### config.mk
export PLATFORM = sky130hd
export DESIGN_NAME = ram_line_fetch
export DESIGN_NICKNAME = d
export VERILOG_FILES = /design/src/rtl/ram_line_fetch.sv
export SDC_FILE = /design/constraint.sdc
export NUM_CORES = 1
export LEC_CHECK = 0
export CAP_MARGIN = 30
export CORE_ASPECT_RATIO = 0.5
export CORE_MARGIN = 1
export CORE_UTILIZATION = 30
export DETAILED_ROUTE_END_ITERATION = 16
export GPL_TIMING_DRIVEN = 0
export PLACE_DENSITY = 0.47
export SYNTH_ARGS = -nofsm -noshare
export SYNTH_HDL_FRONTEND = slang
export SYNTH_SLANG_ARGS = --single-unit
### constraint.sdc
create_clock -name clk -period 3.2 [get_ports clk]
set_clock_uncertainty 0.05 [all_clocks]
set_input_delay 0.48 -clock clk [delete_from_list [all_inputs] [get_ports clk]]
set_output_delay 0.48 -clock clk [all_outputs]
set_load 0.005 [all_outputs]
### src/rtl/ram_line_fetch.sv
// ram_line_fetch: streams a run of 16-bit SRAM words from an arbiter port into
// a small FIFO that a downstream consumer drains with a valid/ready handshake.
//
// Ports
//   clk, rst            clock; asynchronous active-low reset
//   start, base_adr,    begin a fetch of `count` words from `base_adr` (idle only)
//   count
//   abort               cancel the fetch and flush the FIFO
//   busy, done          fetch in progress / one-cycle completion pulse
//   m_adr, m_req,       arbiter read port (request held until granted by m_ack,
//   m_ack, m_rdata      data valid with the ack)
//   m_write, m_sel,     constant read-only controls
//   m_wdata
//   out_valid,          FIFO head handshake; pop when out_valid && out_ready
//   out_data, out_ready
module ram_line_fetch #(
  parameter int unsigned DEPTH = 16
) (
  input  logic        clk,
  input  logic        rst,
  input  logic        start,
  input  logic [17:0] base_adr,
  input  logic [9:0]  count,
  input  logic        abort,
  output logic        busy,
  output logic        done,
  output logic [17:0] m_adr,
  output logic        m_req,
  input  logic        m_ack,
  output logic        m_write,
  output logic [1:0]  m_sel,
  input  logic [15:0] m_rdata,
  output logic [15:0] m_wdata,
  output logic        out_valid,
  output logic [15:0] out_data,
  input  logic        out_ready
);

  localparam int unsigned AW = 18;
  localparam int unsigned DW = 16;
  localparam int unsigned CW = 10;
  localparam int unsigned PW = $clog2(DEPTH);
  localparam int unsigned OW = PW + 1;

  typedef enum logic {
    S_IDLE  = 1'b0,
    S_FETCH = 1'b1
  } state_t;

  state_t          state, state_d;
  logic [AW-1:0]   adr, adr_d;
  logic [CW-1:0]   rem, rem_d;
  logic            req_q, req_d;
  logic            busy_q, busy_d;
  logic            done_q, done_d;

  logic [DW-1:0]   mem [DEPTH];
  logic [PW-1:0]   wr_ptr, rd_ptr;
  logic [OW-1:0]   occ, occ_d;
  logic            push, pop, flush;
  logic            room;

  // Next-state, request and FIFO bookkeeping
  always_comb begin
    state_d = state;
    adr_d   = adr;
    rem_d   = rem;
    req_d   = 1'b0;
    busy_d  = busy_q;
    done_d  = 1'b0;
    flush   = abort;
    // Acks are only honoured while a request is outstanding in FETCH
    push    = (state == S_FETCH) && req_q && m_ack && !abort;
    pop     = (occ != '0) && out_ready && !abort;

    occ_d = occ;
    if (flush) begin
      occ_d = '0;
    end else begin
      case ({push, pop})
        2'b10:   occ_d = occ + OW'(1);
        2'b01:   occ_d = occ - OW'(1);
        default: occ_d = occ;
      endcase
    end

    // Request only with two free slots left: the registered request may still
    // be granted once more before it can drop
    room = (occ_d <= OW'(DEPTH - 2));

    if (abort) begin
      state_d = S_IDLE;
      busy_d  = 1'b0;
      rem_d   = '0;
    end else begin
      case (state)
        S_IDLE: begin
          if (start) begin
            if (count == '0) begin
              done_d = 1'b1;
            end else begin
              state_d = S_FETCH;
              adr_d   = base_adr;
              rem_d   = count;
              busy_d  = 1'b1;
              req_d   = room;
            end
          end
        end
        S_FETCH: begin
          if (push) begin
            adr_d = adr + AW'(1);
            rem_d = rem - CW'(1);
          end
          if (rem_d == '0) begin
            state_d = S_IDLE;
            busy_d  = 1'b0;
            done_d  = 1'b1;
          end else begin
            req_d = room;
          end
        end
        default: state_d = S_IDLE;
      endcase
    end
  end

  // State register
  always_ff @(posedge clk or negedge rst) begin
    if (!rst) begin
      state <= S_IDLE;
    end else begin
      state <= state_d;
    end
  end

  // Fetch control registers
  always_ff @(posedge clk or negedge rst) begin
    if (!rst) begin
      adr    <= '0;
      rem    <= '0;
      req_q  <= 1'b0;
      busy_q <= 1'b0;
      done_q <= 1'b0;
    end else begin
      adr    <= adr_d;
      rem    <= rem_d;
      req_q  <= req_d;
      busy_q <= busy_d;
      done_q <= done_d;
    end
  end

  // FIFO pointers and occupancy
  always_ff @(posedge clk or negedge rst) begin
    if (!rst) begin
      wr_ptr <= '0;
      rd_ptr <= '0;
      occ    <= '0;
    end else begin
      occ <= occ_d;
      if (flush) begin
        wr_ptr <= '0;
        rd_ptr <= '0;
      end else begin
        if (push) wr_ptr <= wr_ptr + PW'(1);
        if (pop)  rd_ptr <= rd_ptr + PW'(1);
      end
    end
  end

  // FIFO storage; contents are don't-care until written
  always_ff @(posedge clk) begin
    if (push) mem[wr_ptr] <= m_rdata;
  end

  assign busy      = busy_q;
  assign done      = done_q;
  assign m_adr     = adr;
  assign m_req     = req_q;
  assign m_write   = 1'b0;
  assign m_sel     = 2'b11;
  assign m_wdata   = '0;
  assign out_valid = (occ != '0);
  assign out_data  = mem[rd_ptr];

endmodule

After elaboration in Yosys (flattened, before gate mapping). Memory sizes are Yosys's and may differ from the RTL's. Index checks and enable logic that the tools add are counted.

RAM bits: 256. Register bits after elaboration: 45. Input port bits: 50. Logic and storage cells: 80. Memories kept: 1. Output and inout bits: 57.

Order comparisons: 1. Muxes and demuxes: 39. Bitwise operators: 2. Reductions and logical operators: 14. Add/sub/neg operators: 6. Equal/unequal tests: 8.

Memories: mem (words 16, width 16, read ports 1, clocked after memory_dff 0, wr ports 1, RTL line 57) `logic [DW-1:0] mem [DEPTH];`.

Operators with widths (number): 10-bit two-way mux (6); 18-bit two-way mux (3); 18-bit case mux with 2 select lines (1); 10-bit logical NOT (2); 10-bit case mux with 2 select lines (1); 18-bit by 1-bit adder with 18-bit output (second input constant) (1); 1-bit two-way mux (18); 4-bit two-way mux (4); 5-bit case mux with 2 select lines (1); 10-bit by 1-bit subtractor with 10-bit output (second input constant) (1); 4-bit by 1-bit adder with 4-bit output (second input constant) (2); 1-bit case mux with 2 select lines (4); 3-bit inequality test (second input constant) (2); 5-bit by 1-bit adder with 5-bit output (second input constant) (1); 5-bit by 4-bit less-or-equal comparator with 1-bit output (second input constant) (1); 1-bit logical AND (5); 5-bit two-way mux (1); 5-bit nonzero test (1); 5-bit by 1-bit subtractor with 5-bit output (second input constant) (1); 2-bit inequality test (second input constant) (2); 4-bit AND reduction (1); 2-bit nonzero test (2); 3-bit by 2-bit inequality test with 1-bit output (second input constant) (1); 3-bit AND reduction (1); 6 further kinds (7).

Longest topological paths before layout. Gate-level depths: netlist of the first run.

Word-level depth: 11. Gate-level depth with buffers: 14. Depth with buffers taken out: 13.

Worst setup path after synthesis of the first run. No wires, ideal clock.

Kind: input port to flip-flop. Start point: in abort. End point: mem mem[4][0] (enable). Library setup time: 0.409 ns. Arrival time: 2.683 ns. Data required time: 2.741 ns. Path slack: 0.057 ns. Path buffers: 3. Stages on the path: 6. Cells stage by stage: and4b_1 > buf_4 > clkbuf_1 > clkbuf_1 > nand2_1 > nor3_1.

Cells in the longest elaborated chain, start to end: 4.

Ends and longest elaborated chain: start, declared (RTL line 24) `input logic abort,`; 1-bit logical NOT (RTL line 73) `push = (state == S_FETCH) && req_q && m_ack && !abort;`; 1-bit logical AND (RTL line 73); 1-bit two-way mux (RTL line 174) `if (push) mem[wr_ptr] <= m_rdata;`; 1-bit two-way mux (implied by the code) (RTL line 174); end, declared (RTL line 57).

Every way passes these cells.

Final worst setup path of the first run.
Start point: reg rd_ptr[0]. End point: out out_data[10].

Cells in the longest elaborated chain, start to end: 1.

Ends and longest elaborated chain: start, declared (RTL line 58) `logic [PW-1:0] wr_ptr, rd_ptr;`; start signal, assigned (RTL line 167) `if (pop) rd_ptr <= rd_ptr + PW'(1);`; memory read 16 x 16 bit; end, declared (RTL line 35) `output logic [15:0] out_data,`.

Every way passes these cells.

==> reports/qor.csv, run 1 <==
stage,metric,value,unit
yosys,Cells after Synth,856,
worst_hold_path,worst hold path type,input port to async pin,
route,routed vias,8050,
worst_setup_path,nature of the critical path startpoint,flop,
cts,clk root buf,clkbuf_16,
place,GP Congestion,0.784,
floorplan,Die Ht,149,um
yosys,sequential share of the synthesized area,0.680,
route,DR iter-0 viols,578,
yosys,"area leader, netlist",edfxtp_1,
worst_setup_path,critical path cell sequence,buf_6 -> buf_6 -> buf_12 -> buf_4 -> mux4_2 -> a22oi_2 -> nand2_1 -> dlygate4sd2_1,
place,DP HPWL,24300,um
route,drt first pass iters,5,
worst_setup_path,Worst EP required,2.67,ns
place,placed cell count,1562,
sta,Slew HR,0.366,
yosys,Mapped Area,13000,um^2
global_route,global-route wire length before repair,52400,um
yosys,"Avg Cell Area, Syn",15.1,um^2
cells_and_area,post-route cell area,16700,um^2
route,DR WL met2,15700,um
floorplan,Die W,296,um
pwr,maximum VDD drop,0.346,mV
global_route,largest net degree at the start of global routing,29,
sta,PnR worst setup slack,0.0948,ns
global_route,initial antenna violation count,1,
route,DR top layer,met5,
worst_setup_path,Crit path top cell by count,buf_6,
yosys,synth top area cells,"edfxtp_1, dfrtp_1, mux4_2",
sta,unrepaired setup endpoints after global routing,no,
pwr,PwrDens,543,nW/um^2
cts,CTS tree,yes,
sta,Slew Limit Fails,0,
place,PortBufs,87,
worst_setup_path,crit-path max FO,8,
cells_and_area,filler cell count,3958,
sta,final hold violations,0,
sta,measured slew at the worst slew-check pin,0.946,ns
floorplan,Die Area,44100,um^2
floorplan,Placeable Area,42300,um^2
floorplan,Top Ports,107,
route,WL/cell,21.4,um
cells_and_area,"non-filler cells, final",1631,
cells_and_area,layout overhead on the synthesized area,28.6,%
cts,CTS Buffer Depth,3,
place,pre-CTS worst setup slack,-1.13,ns
worst_setup_path,critical path arrival,2.58,ns
sta,setup violators final,0,
cts,Num CTS Buffers,30,
sta,fmax,0.322,GHz
cells_and_area,# diodes,0,
route,post-route ant nets,0,
worst_setup_path,critical setup path kind,flop to output port,
floorplan,initial core utilization,0.306,
yosys,Yosys Warn Count,0,
cts,"Reg clk slew, reported paths",0.06,ns
cts,CTS H-tree depth,1,
route,Met3 Routed Length,2010,um
route,Vias/cell,4.94,
floorplan,num rows,53,
yosys,share of the synthesized area in the top cell type,0.593,
cells_and_area,fin nets,1092,
worst_setup_path,Worst Setup End Kind,output port,
outcome,status,finished clean,
yosys,post-synth cell types,59,
route,final wirelength,34900,um
pwr,Leak Pwr,5.64,nW
yosys,Async SR Flop Fraction,0.150,
yosys,"Top FF cell, synth",edfxtp_1,
global_route,total grt overflow,0,
global_route,vias in the first global route,8183,
cts,clk sinks,301,
worst_setup_path,CP max stage delay,0.54,ns
sta,Final Critical Period,3.11,ns
cells_and_area,layout cells sized above 1,0.226,
yosys,"flops & latches, synth",301,
worst_setup_path,Worst path slowest cell,mux4_2,
route,M1 wire length,16600,um
cts,clk_lat worst skew,0.60,ns
route,drt drc,0,
yosys,most frequent cell after synthesis,edfxtp_1,
yosys,Post-synth EDFFs,256,
sta,period utilization,0.970,
run,total of max-cap violations,0,
global_route,All-Layer GR Usage,0.160,
yosys,list of most frequent post-synthesis cells,"edfxtp_1, mux2i_1, nand2_1",
pwr,"Power, Total",0.00904,W
place,DP Area,15000,um^2
## path summary, 6_finish.rpt
path | from | endpoint | slack, ns | cells after the start
worst max-delay path | rd_ptr[0]$_DFFE_PN0P_ | out_data[10] | 0.09 | 8
worst min-delay path | rst | rd_ptr[0]$_DFFE_PN0P_ | 0.38 | 2
worst max register to register | state$_DFF_PN0_ | mem[6][6]$_DFFE_PP_ | 0.21 | 9
worst min register to register | busy$_DFFE_PN0P_ | busy$_DFFE_PN0P_ | 0.50 | 2
max in group asynchronous | rst | m_adr[12]$_DFFE_PN0P_ | 2.15 | 3
min in group clk | base_adr[8] | m_adr[8]$_DFFE_PN0P_ | 0.48 | 3
## layout make-up
| class | count | area [um^2] | area share |
|---|---|---|---|
| flip-flops and latches | 301 | 8810 | 0.529 |
| multi-input cells | 487 | 4170 | 0.250 |
| repair buffers | 127 | 1330 | 0.0798 |
| clock buffers | 44 | 873 | 0.0524 |
| well taps | 577 | 722 | 0.0433 |
| plain buffers | 67 | 544 | 0.0327 |
| clock inverters | 12 | 144 | 0.00863 |
| inverters | 16 | 67.6 | 0.00405 |
## critical path: cells and delay by family, from the launching register on
kind	cells	cell delay [ns]
buffers and inverters	5	0.79
flip-flops	1	0.39
AO/OA/AOI/OAI	1	0.17
AND/OR/NAND/NOR	1	0.07
multiplexers	1	0.54
## flip-flops by register name, indices dropped and copies added (netlist names)
| name | cells |
|---|---|
| rem | 10 |
| occ | 5 |
| rd_ptr | 4 |
| m_adr | 18 |
| busy | 1 |
| mem | 256 |
| done | 1 |
| wr_ptr | 4 |
| m_req | 1 |
| state | 1 |
## layout by cell type (no fill, tap or decap), types with 14 or more instances in the layout
cell type / n
a211oi_1: 20
a21oi_1: 34
and3_1: 14
buf_4: 36
buf_6: 19
clkbuf_1: 20
clkbuf_16: 33
clkdlybuf4s50_1: 70
conb_1: 19
dfrtp_1: 45
dlygate4sd2_1: 14
edfxtp_1: 256
inv_1: 15
mux2i_1: 63
mux4_2: 32
nand2_1: 58
nand3_1: 19
nor2_1: 24
o21ai_0: 28
## kinds of logic after synthesis
| family | after synthesis | synth area share |
|---|---|---|
| AO/OA/AOI/OAI | 158 | 0.0796 |
| XOR/XNOR | 16 | 0.0108 |
| adder cells (fa/ha/maj) | 12 | 0.0122 |
| buffers and inverters | 85 | 0.0320 |
| flip-flops | 301 | 0.680 |
| multiplexers | 107 | 0.115 |
| other | 2 | 0.000579 |
| AND/OR/NAND/NOR | 175 | 0.0702 |
## through the flow
stage	hold WS [ns]	setup TNS (ns)	util
after floorplan	0.134	0	-
after global placement	0.479	-406.57	0.346
after detailed placement	0.446	-117.55	0.354
after CTS	0.355	-0.0905	0.393
after global routing	0.401	0	0.394
final	0.377	0	0.394
## metal layers
metal | track usage | up-vias
met5 | 0 | -
met4 | 0.0338 | 2
met3 | 0.0375 | 36
met2 | 0.250 | 194
met1 | 0.228 | 4150
li1 | - | 3668
## power by group
group / switching [W] / internal (W)
clock network: 0.00155 / 0.00206
logic: 0.000427 / 0.000469
registers: 0.000164 / 0.00437
## repair_timing
| action | in CTS | in global routing |
|---|---|---|
| pin swaps | 20 | 5 |
| setup buffers | 11 | 0 |
| gates cloned | 3 | 0 |
| setup endpoints to repair | 146 | 6 |
| hold buffers | 1 | 0 |
| hold endpoints to repair | 17 | 0 |
| gates resized for setup | 136 | 15 |
(Power assumes the default switching activity.)
==> inputs of run 2 (changes only) <==
--- a/config.mk
+++ b/config.mk
@@ -11,6 +11,7 @@
 export CORE_UTILIZATION = 30
 export DETAILED_ROUTE_END_ITERATION = 16
 export GPL_TIMING_DRIVEN = 0
+export MAX_ROUTING_LAYER = met4
 export PLACE_DENSITY = 0.47
 export SYNTH_ARGS = -nofsm -noshare
 export SYNTH_HDL_FRONTEND = slang
==> reports/qor.csv, run 2 (synthesized netlist as in run 1, its figures left out) <==
stage,metric,value,unit
run,total of max-cap violations,0,
worst_setup_path,critical setup path kind,flop to output port,
route,post-route ant nets,0,
sta,fmax,0.322,GHz
pwr,Int Pwr,0.00690,W
cts,CTS Buffer Depth,3,
worst_setup_path,Worst path slowest cell,mux4_2,
cells_and_area,"commonest non-fill, non-tap cells in the layout","edfxtp_1, clkdlybuf4s50_1, mux2i_1, nand2_1, dfrtp_1",
worst_setup_path,critical path arrival,2.57,ns
cells_and_area,fin nets,1092,
pwr,Clk pwr share,0.399,
cells_and_area,"commonest non-fill, non-tap cell in the layout",edfxtp_1,
floorplan,Die W,296,um
cts,Num CTS Buffers,30,
floorplan,Die Area,44100,um^2
global_route,All-Layer GR Usage,0.166,
floorplan,Die Ht,149,um
cts,clk sinks,301,
cts,CTS tree,yes,
sta,hold_ws,0.373,ns
worst_setup_path,crit-path leading delay family,buffers and inverters,
route,routed vias,8086,
worst_setup_path,FF-to-FF setup slack,0.20,ns
global_route,largest net degree at the start of global routing,29,
worst_hold_path,worst hold path type,input port to async pin,
sta,final hold violations,0,
cts,CTS H-tree depth,1,
cts,clk_lat worst skew,0.59,ns
floorplan,initial core utilization,0.306,
sta,setup_tns,0,ns
worst_setup_path,reg2reg path depth,9,
cells_and_area,most flop-heavy register,mem,
pwr,PwrDens,543,nW/um^2
sta,measured slew at the worst slew-check pin,0.934,ns
worst_setup_path,Critical R2R Capture,mem[6][6]$_DFFE_PP_,
cells_and_area,layout cells sized above 1,0.226,
route,drt drc,0,
global_route,global-route wire length before repair,52400,um
cells_and_area,post-layout util,0.394,
cells_and_area,max reg flops,256,
place,GP Congestion,0.795,
pwr,Reg power frac,0.501,
global_route,vias in the first global route,8157,
worst_setup_path,nature of the critical path startpoint,flop,
worst_setup_path,Worst EP required,2.67,ns
route,WL/cell,21.4,um
route,final wirelength,34900,um
route,drt first pass iters,5,
sta,period utilization,0.970,
cells_and_area,layout overhead on the synthesized area,28.6,%
pwr,maximum VDD drop,0.344,mV
sta,unrepaired setup endpoints after global routing,no,
outcome,status,finished clean,
floorplan,Top Ports,107,
worst_setup_path,critical path cell sequence,buf_6 -> buf_6 -> buf_12 -> buf_4 -> mux4_2 -> a22oi_2 -> nand2_1 -> dlygate4sd2_1,
sta,Slew HR,0.374,
place,PortBufs,87,
worst_setup_path,R2R Path Start,state$_DFF_PN0_,
global_route,total grt overflow,0,
floorplan,num rows,53,
worst_setup_path,Worst Setup End Kind,output port,
worst_setup_path,CP Launch Point,rd_ptr[0]$_DFFE_PN0P_,
cts,"Reg clk slew, reported paths",0.06,ns
route,Vias/cell,4.95,
pwr,sw power,0.00214,W
pwr,Sw Share,0.237,
floorplan,Placeable Area,42300,um^2
route,DR iter-0 viols,572,
place,placed cell count,1562,
worst_setup_path,Buf/Inv on CP,5,
global_route,initial antenna violation count,1,
sta,Final Critical Period,3.10,ns
pwr,Leak Pwr,5.64,nW
worst_setup_path,CP max stage delay,0.54,ns
sta,setup violators final,0,
cts,clk root buf,clkbuf_16,
pwr,Comb power frac,0.099,
sta,Slew Limit Fails,0,
worst_setup_path,crit-path max FO,8,
cells_and_area,"non-filler cells, final",1632,
place,DP HPWL,24300,um
worst_setup_path,Crit path top cell by count,buf_6,
pwr,"Power, Total",0.00905,W
[run 2: power by group through the flow]
stage | combinational (W) | clock [W] | sequential (W)
final | 0.000896 | 0.00361 | 0.00454
after global routing | 0.000986 | 0.00384 | 0.00456
after floorplan | 0.000429 | 0 | 0.00458
after detailed placement | 0.000876 | 0 | 0.00461
after global placement | 0.000859 | 0 | 0.00461
after CTS | 0.000901 | 0.00369 | 0.00453
[run 2: area by class of cell]
cell class                      count  area, um^2
Clock inverter                     12         144
Timing Repair Buffer              127        1330
Sequential cell                   301        8810
Antenna cell                        1        2.50
Inverter                           16        67.6
Clock buffer                       44         873
Multi-Input combinational cell    487        4170
Fill cell                        3957       25600
Buffer                             67         544
Tap cell                          577         722
[run 2: how the worst max path moves through the flow]
stage | end | slack (ns) | cells past startpoint
after floorplan | mem[4][0]$_DFFE_PP_ | 0.06 | 6
after global placement | mem[7][9]$_DFFE_PP_ | -2.53 | 7
after detailed placement | mem[4][6]$_DFFE_PP_ | -1.13 | 8
after CTS | out_data[6] | -0.06 | 8
after global routing | out_data[10] | 0.003 | 8
final | out_data[10] | 0.1 | 8
[run 2: routing by layer]
layer	vias to the layer above	wire, um	track usage	part of all wire
met5	-	0	-	0
met4	0	548	0.0338	0.016
met3	38	2230	0.0374	0.064
met2	218	15700	0.251	0.45
met1	4165	16400	0.228	0.47
li1	3665	-	-	-
[run 2: worst register-to-register path, stage by stage, from the launching register on]
cell      delay (ns)
dfrtp_1         0.31
buf_2           0.18
and4b_1         0.21
buf_4           0.18
clkbuf_2        0.28
clkbuf_2        0.34
nand2_1         0.35
nor3_4          0.46
buf_6           0.21
buf_6           0.15
[run 2: repair_timing]
| item | in CTS | in global routing |
|---|---|---|
| resized for setup | 136 | 15 |
| hold buffers | 1 | 0 |
| setup endpoints to repair | 146 | 6 |
| pin swaps | 20 | 5 |
| endpoints found under the hold margin | 17 | 0 |
| gates cloned | 3 | 0 |
| buffers inserted | 11 | 0 |
[run 2: through the flow]
stage,setup slack (ns),instance area (um^2)
2_1_floorplan,0.0573,13000
3_3_place_gp,-2.53,14600
3_5_place_dp,-1.13,15000
4_1_cts,-0.0633,16600
5_1_grt,0.00261,16700
6_report,0.0961,16700
==> RTL edit, RTL diff (config.mk and constraints of run 2) <==
Change the parameter `DEPTH` from 16 to 8.
--- a/src/rtl/ram_line_fetch.sv
+++ b/src/rtl/ram_line_fetch.sv
@@ -14,7 +14,7 @@
 //   out_valid,          FIFO head handshake; pop when out_valid && out_ready
 //   out_data, out_ready
 module ram_line_fetch #(
-  parameter int unsigned DEPTH = 16
+  parameter int unsigned DEPTH = 8
 ) (
   input  logic        clk,
   input  logic        rst,
Formal check against the unedited RTL: no difference found for any inputs over 4 cycles, from zero or initial values and one cycle with rst low; that may be too few to reach the edited logic, so the function may still have changed.
==> RTL edit against run 2 <==
Sequential cell count is 131 lower. Wire length is 47% lower. Cell count is 39% lower. Synthesized area is 41% lower. Cell area is 41% lower. Count of clock-buffer cells in the layout is 27 lower. Total power is 42% lower. Combinational power is 34% lower. Setup slack better by 0.023 ns. Clock power is 42% lower. Largest cell class unchanged.
==> RTL edit: results (changes against run 2) <==
crit_path_max_incr_delay_ns: 0.69  # was 0.54 ns
insertion_delay_ns: 0.43  # was 0.59 ns
irDropWorstVdd_mv: 0.276  # was 0.344 mV
portBuffers: 86  # was 87
grtUsageTotal_pct: 15.4  # was 16.6%
yosysSeqAreaShare_pct: 63.8  # was 68.0%
leakagePower_nw: 3.40  # was 5.64 nW
synthTopCellsByCount: "128 x edfxtp_1, 42 x dfrtp_1, 40 x nor2_1"  # was 256 x edfxtp_1, 64 x mux2i_1, 58 x nand2_1
arrival_ns: 2.55  # was 2.57 ns
htreeDepth: 4  # was 1
place_congestion: 0.767  # was 0.795
wire_per_inst_um: 18.6  # was 21.4 um
diodes: 0  # was 1
n_fill_cell: 2304  # was 3,957
largest_register_ffs: 128  # was 256
grt_pass1_vias: 5031  # was 8,157
root_buffer: "clkbuf_16"  # unchanged
synthArstFlopShare_pct: 24.7  # was 15.0%
cts_setup_buffers: 0  # was 11
synth_edf_count: 128  # was 256
ys_top_cells_by_area: "edfxtp_1 50%, dfrtp_1 14%, mux4_2 9.4%, mux2_2 2.6%, buf_4 2.0%"  # was edfxtp_1 59%, dfrtp_1 8.7%, mux4_2 5.6%, mux2i_1 4.9%, nand2_1 1.7%
layout-drive-gt1-share_pct: 22.8  # was 22.6%
yosys.cell_types.count: 54  # was 59
clk_pin_slew_ns: 0.07
largest-register: "mem"  # unchanged
crit_family: "buffers and inverters"  # unchanged
drt_iter0_drc: 432  # was 572
clockBufferDepth: 2  # was 3
cts_buffers: 17  # was 30
worstPathMaxFanout: 10  # was 8
slew_headroom_pct: 30.6  # was 37.4%
grt_max_degree: 36  # was 29
vias: 4844  # was 8,086
synthFlopType: "edfxtp_1"  # unchanged
grt_pass1_wl_um: 29400  # was 52,400 um
dp_hpwl_um: 12400  # was 24,300 um
drt_pass1_iterations: 4  # was 5
min_path_type: "in -> async"  # unchanged
slowest_stage: "dfrtp_1"  # was mux4_2
status: "finished, final reports clean"  # unchanged
antenna_found_initial: 0  # was 1
dpl_worst_slack_ns: -0.676  # was -1.13 ns
synth_warnings: 0  # unchanged
fin_nets: 707  # was 1,092
==> RTL edit: worst paths after layout <==
path	from	to	cells after the start	slack, ns
worst max-delay path	rd_ptr[2]	out_data[12]	3	0.12
min in group clk	abort	rem[2]	3	0.40
max in group asynchronous	rst	rd_ptr[0]	3	2.24
worst max register to register	occ[1]	m_req	13	0.36
worst min register to register	rem[4]	rem[4]	2	0.52
worst min-delay path	rst	rem[8]	2	0.38
==> RTL edit: area by class of cell <==
class / instances / share of cell area [%]
flip-flops and latches: 170 / 50.0
inverters: 8 / 0.306
clock inverters: 15 / 1.57
repair buffers: 97 / 10.2
multi-input cells: 312 / 26.5
plain buffers: 44 / 2.85
well taps: 336 / 4.29
clock buffers: 17 / 4.34
==> RTL edit: power breakdown <==
| part | internal [mW] | total [mW] | switching [mW] |
|---|---|---|---|
| Clock | 1.11 | 2.08 | 0.967 |
| Combinational | 0.326 | 0.594 | 0.269 |
| Sequential | 2.45 | 2.57 | 0.121 |
| Total | 3.89 | 5.24 | 1.36 |
==> RTL edit: logic make-up after synthesis <==
| group | Yosys count | share of synthesized area [%] |
|---|---|---|
| flip-flops | 170 | 63.8 |
| AND/OR/NAND/NOR | 133 | 8.71 |
| AO/OA/AOI/OAI | 79 | 7.50 |
| multiplexers | 58 | 13.1 |
| buffers and inverters | 55 | 3.86 |
| XOR/XNOR | 16 | 1.83 |
| adder cells (fa/ha/maj) | 7 | 1.14 |
| other | 2 | 0.0979 |
==> RTL edit: stage by stage <==
step	hold slack, ns	area, sq um	utilization [%]	instances
6_report	0.384	9800	40.0	999
5_1_grt	0.379	9800	40.0	999
4_1_cts	0.367	9800	39.9	999
3_5_place_dp	0.298	9190	37.5	969
3_3_place_gp	0.503	9020	36.8	959
2_1_floorplan	0.134	7740	-	537
==> RTL edit: layer usage <==
| layer | share of wire, % | global-route usage, % | up-vias |
|---|---|---|---|
| met1 | 50 | 21.3 | 2461 |
| met5 | 0 | - | - |
| met4 | 1.3 | 4.52 | 0 |
| met2 | 45 | 23.2 | 106 |
| li1 | - | - | 2257 |
| met3 | 3.5 | 2.85 | 20 |
==> RTL edit: what timing repair did <==
action / 4_1_cts / 5_1_grt
cloned: 0 / 0
resized for setup: 11 / 5
hold buffers: 1 / 0
endpoints found under the hold margin: 7 / 0
endpoints found under the setup margin: 28 / 17
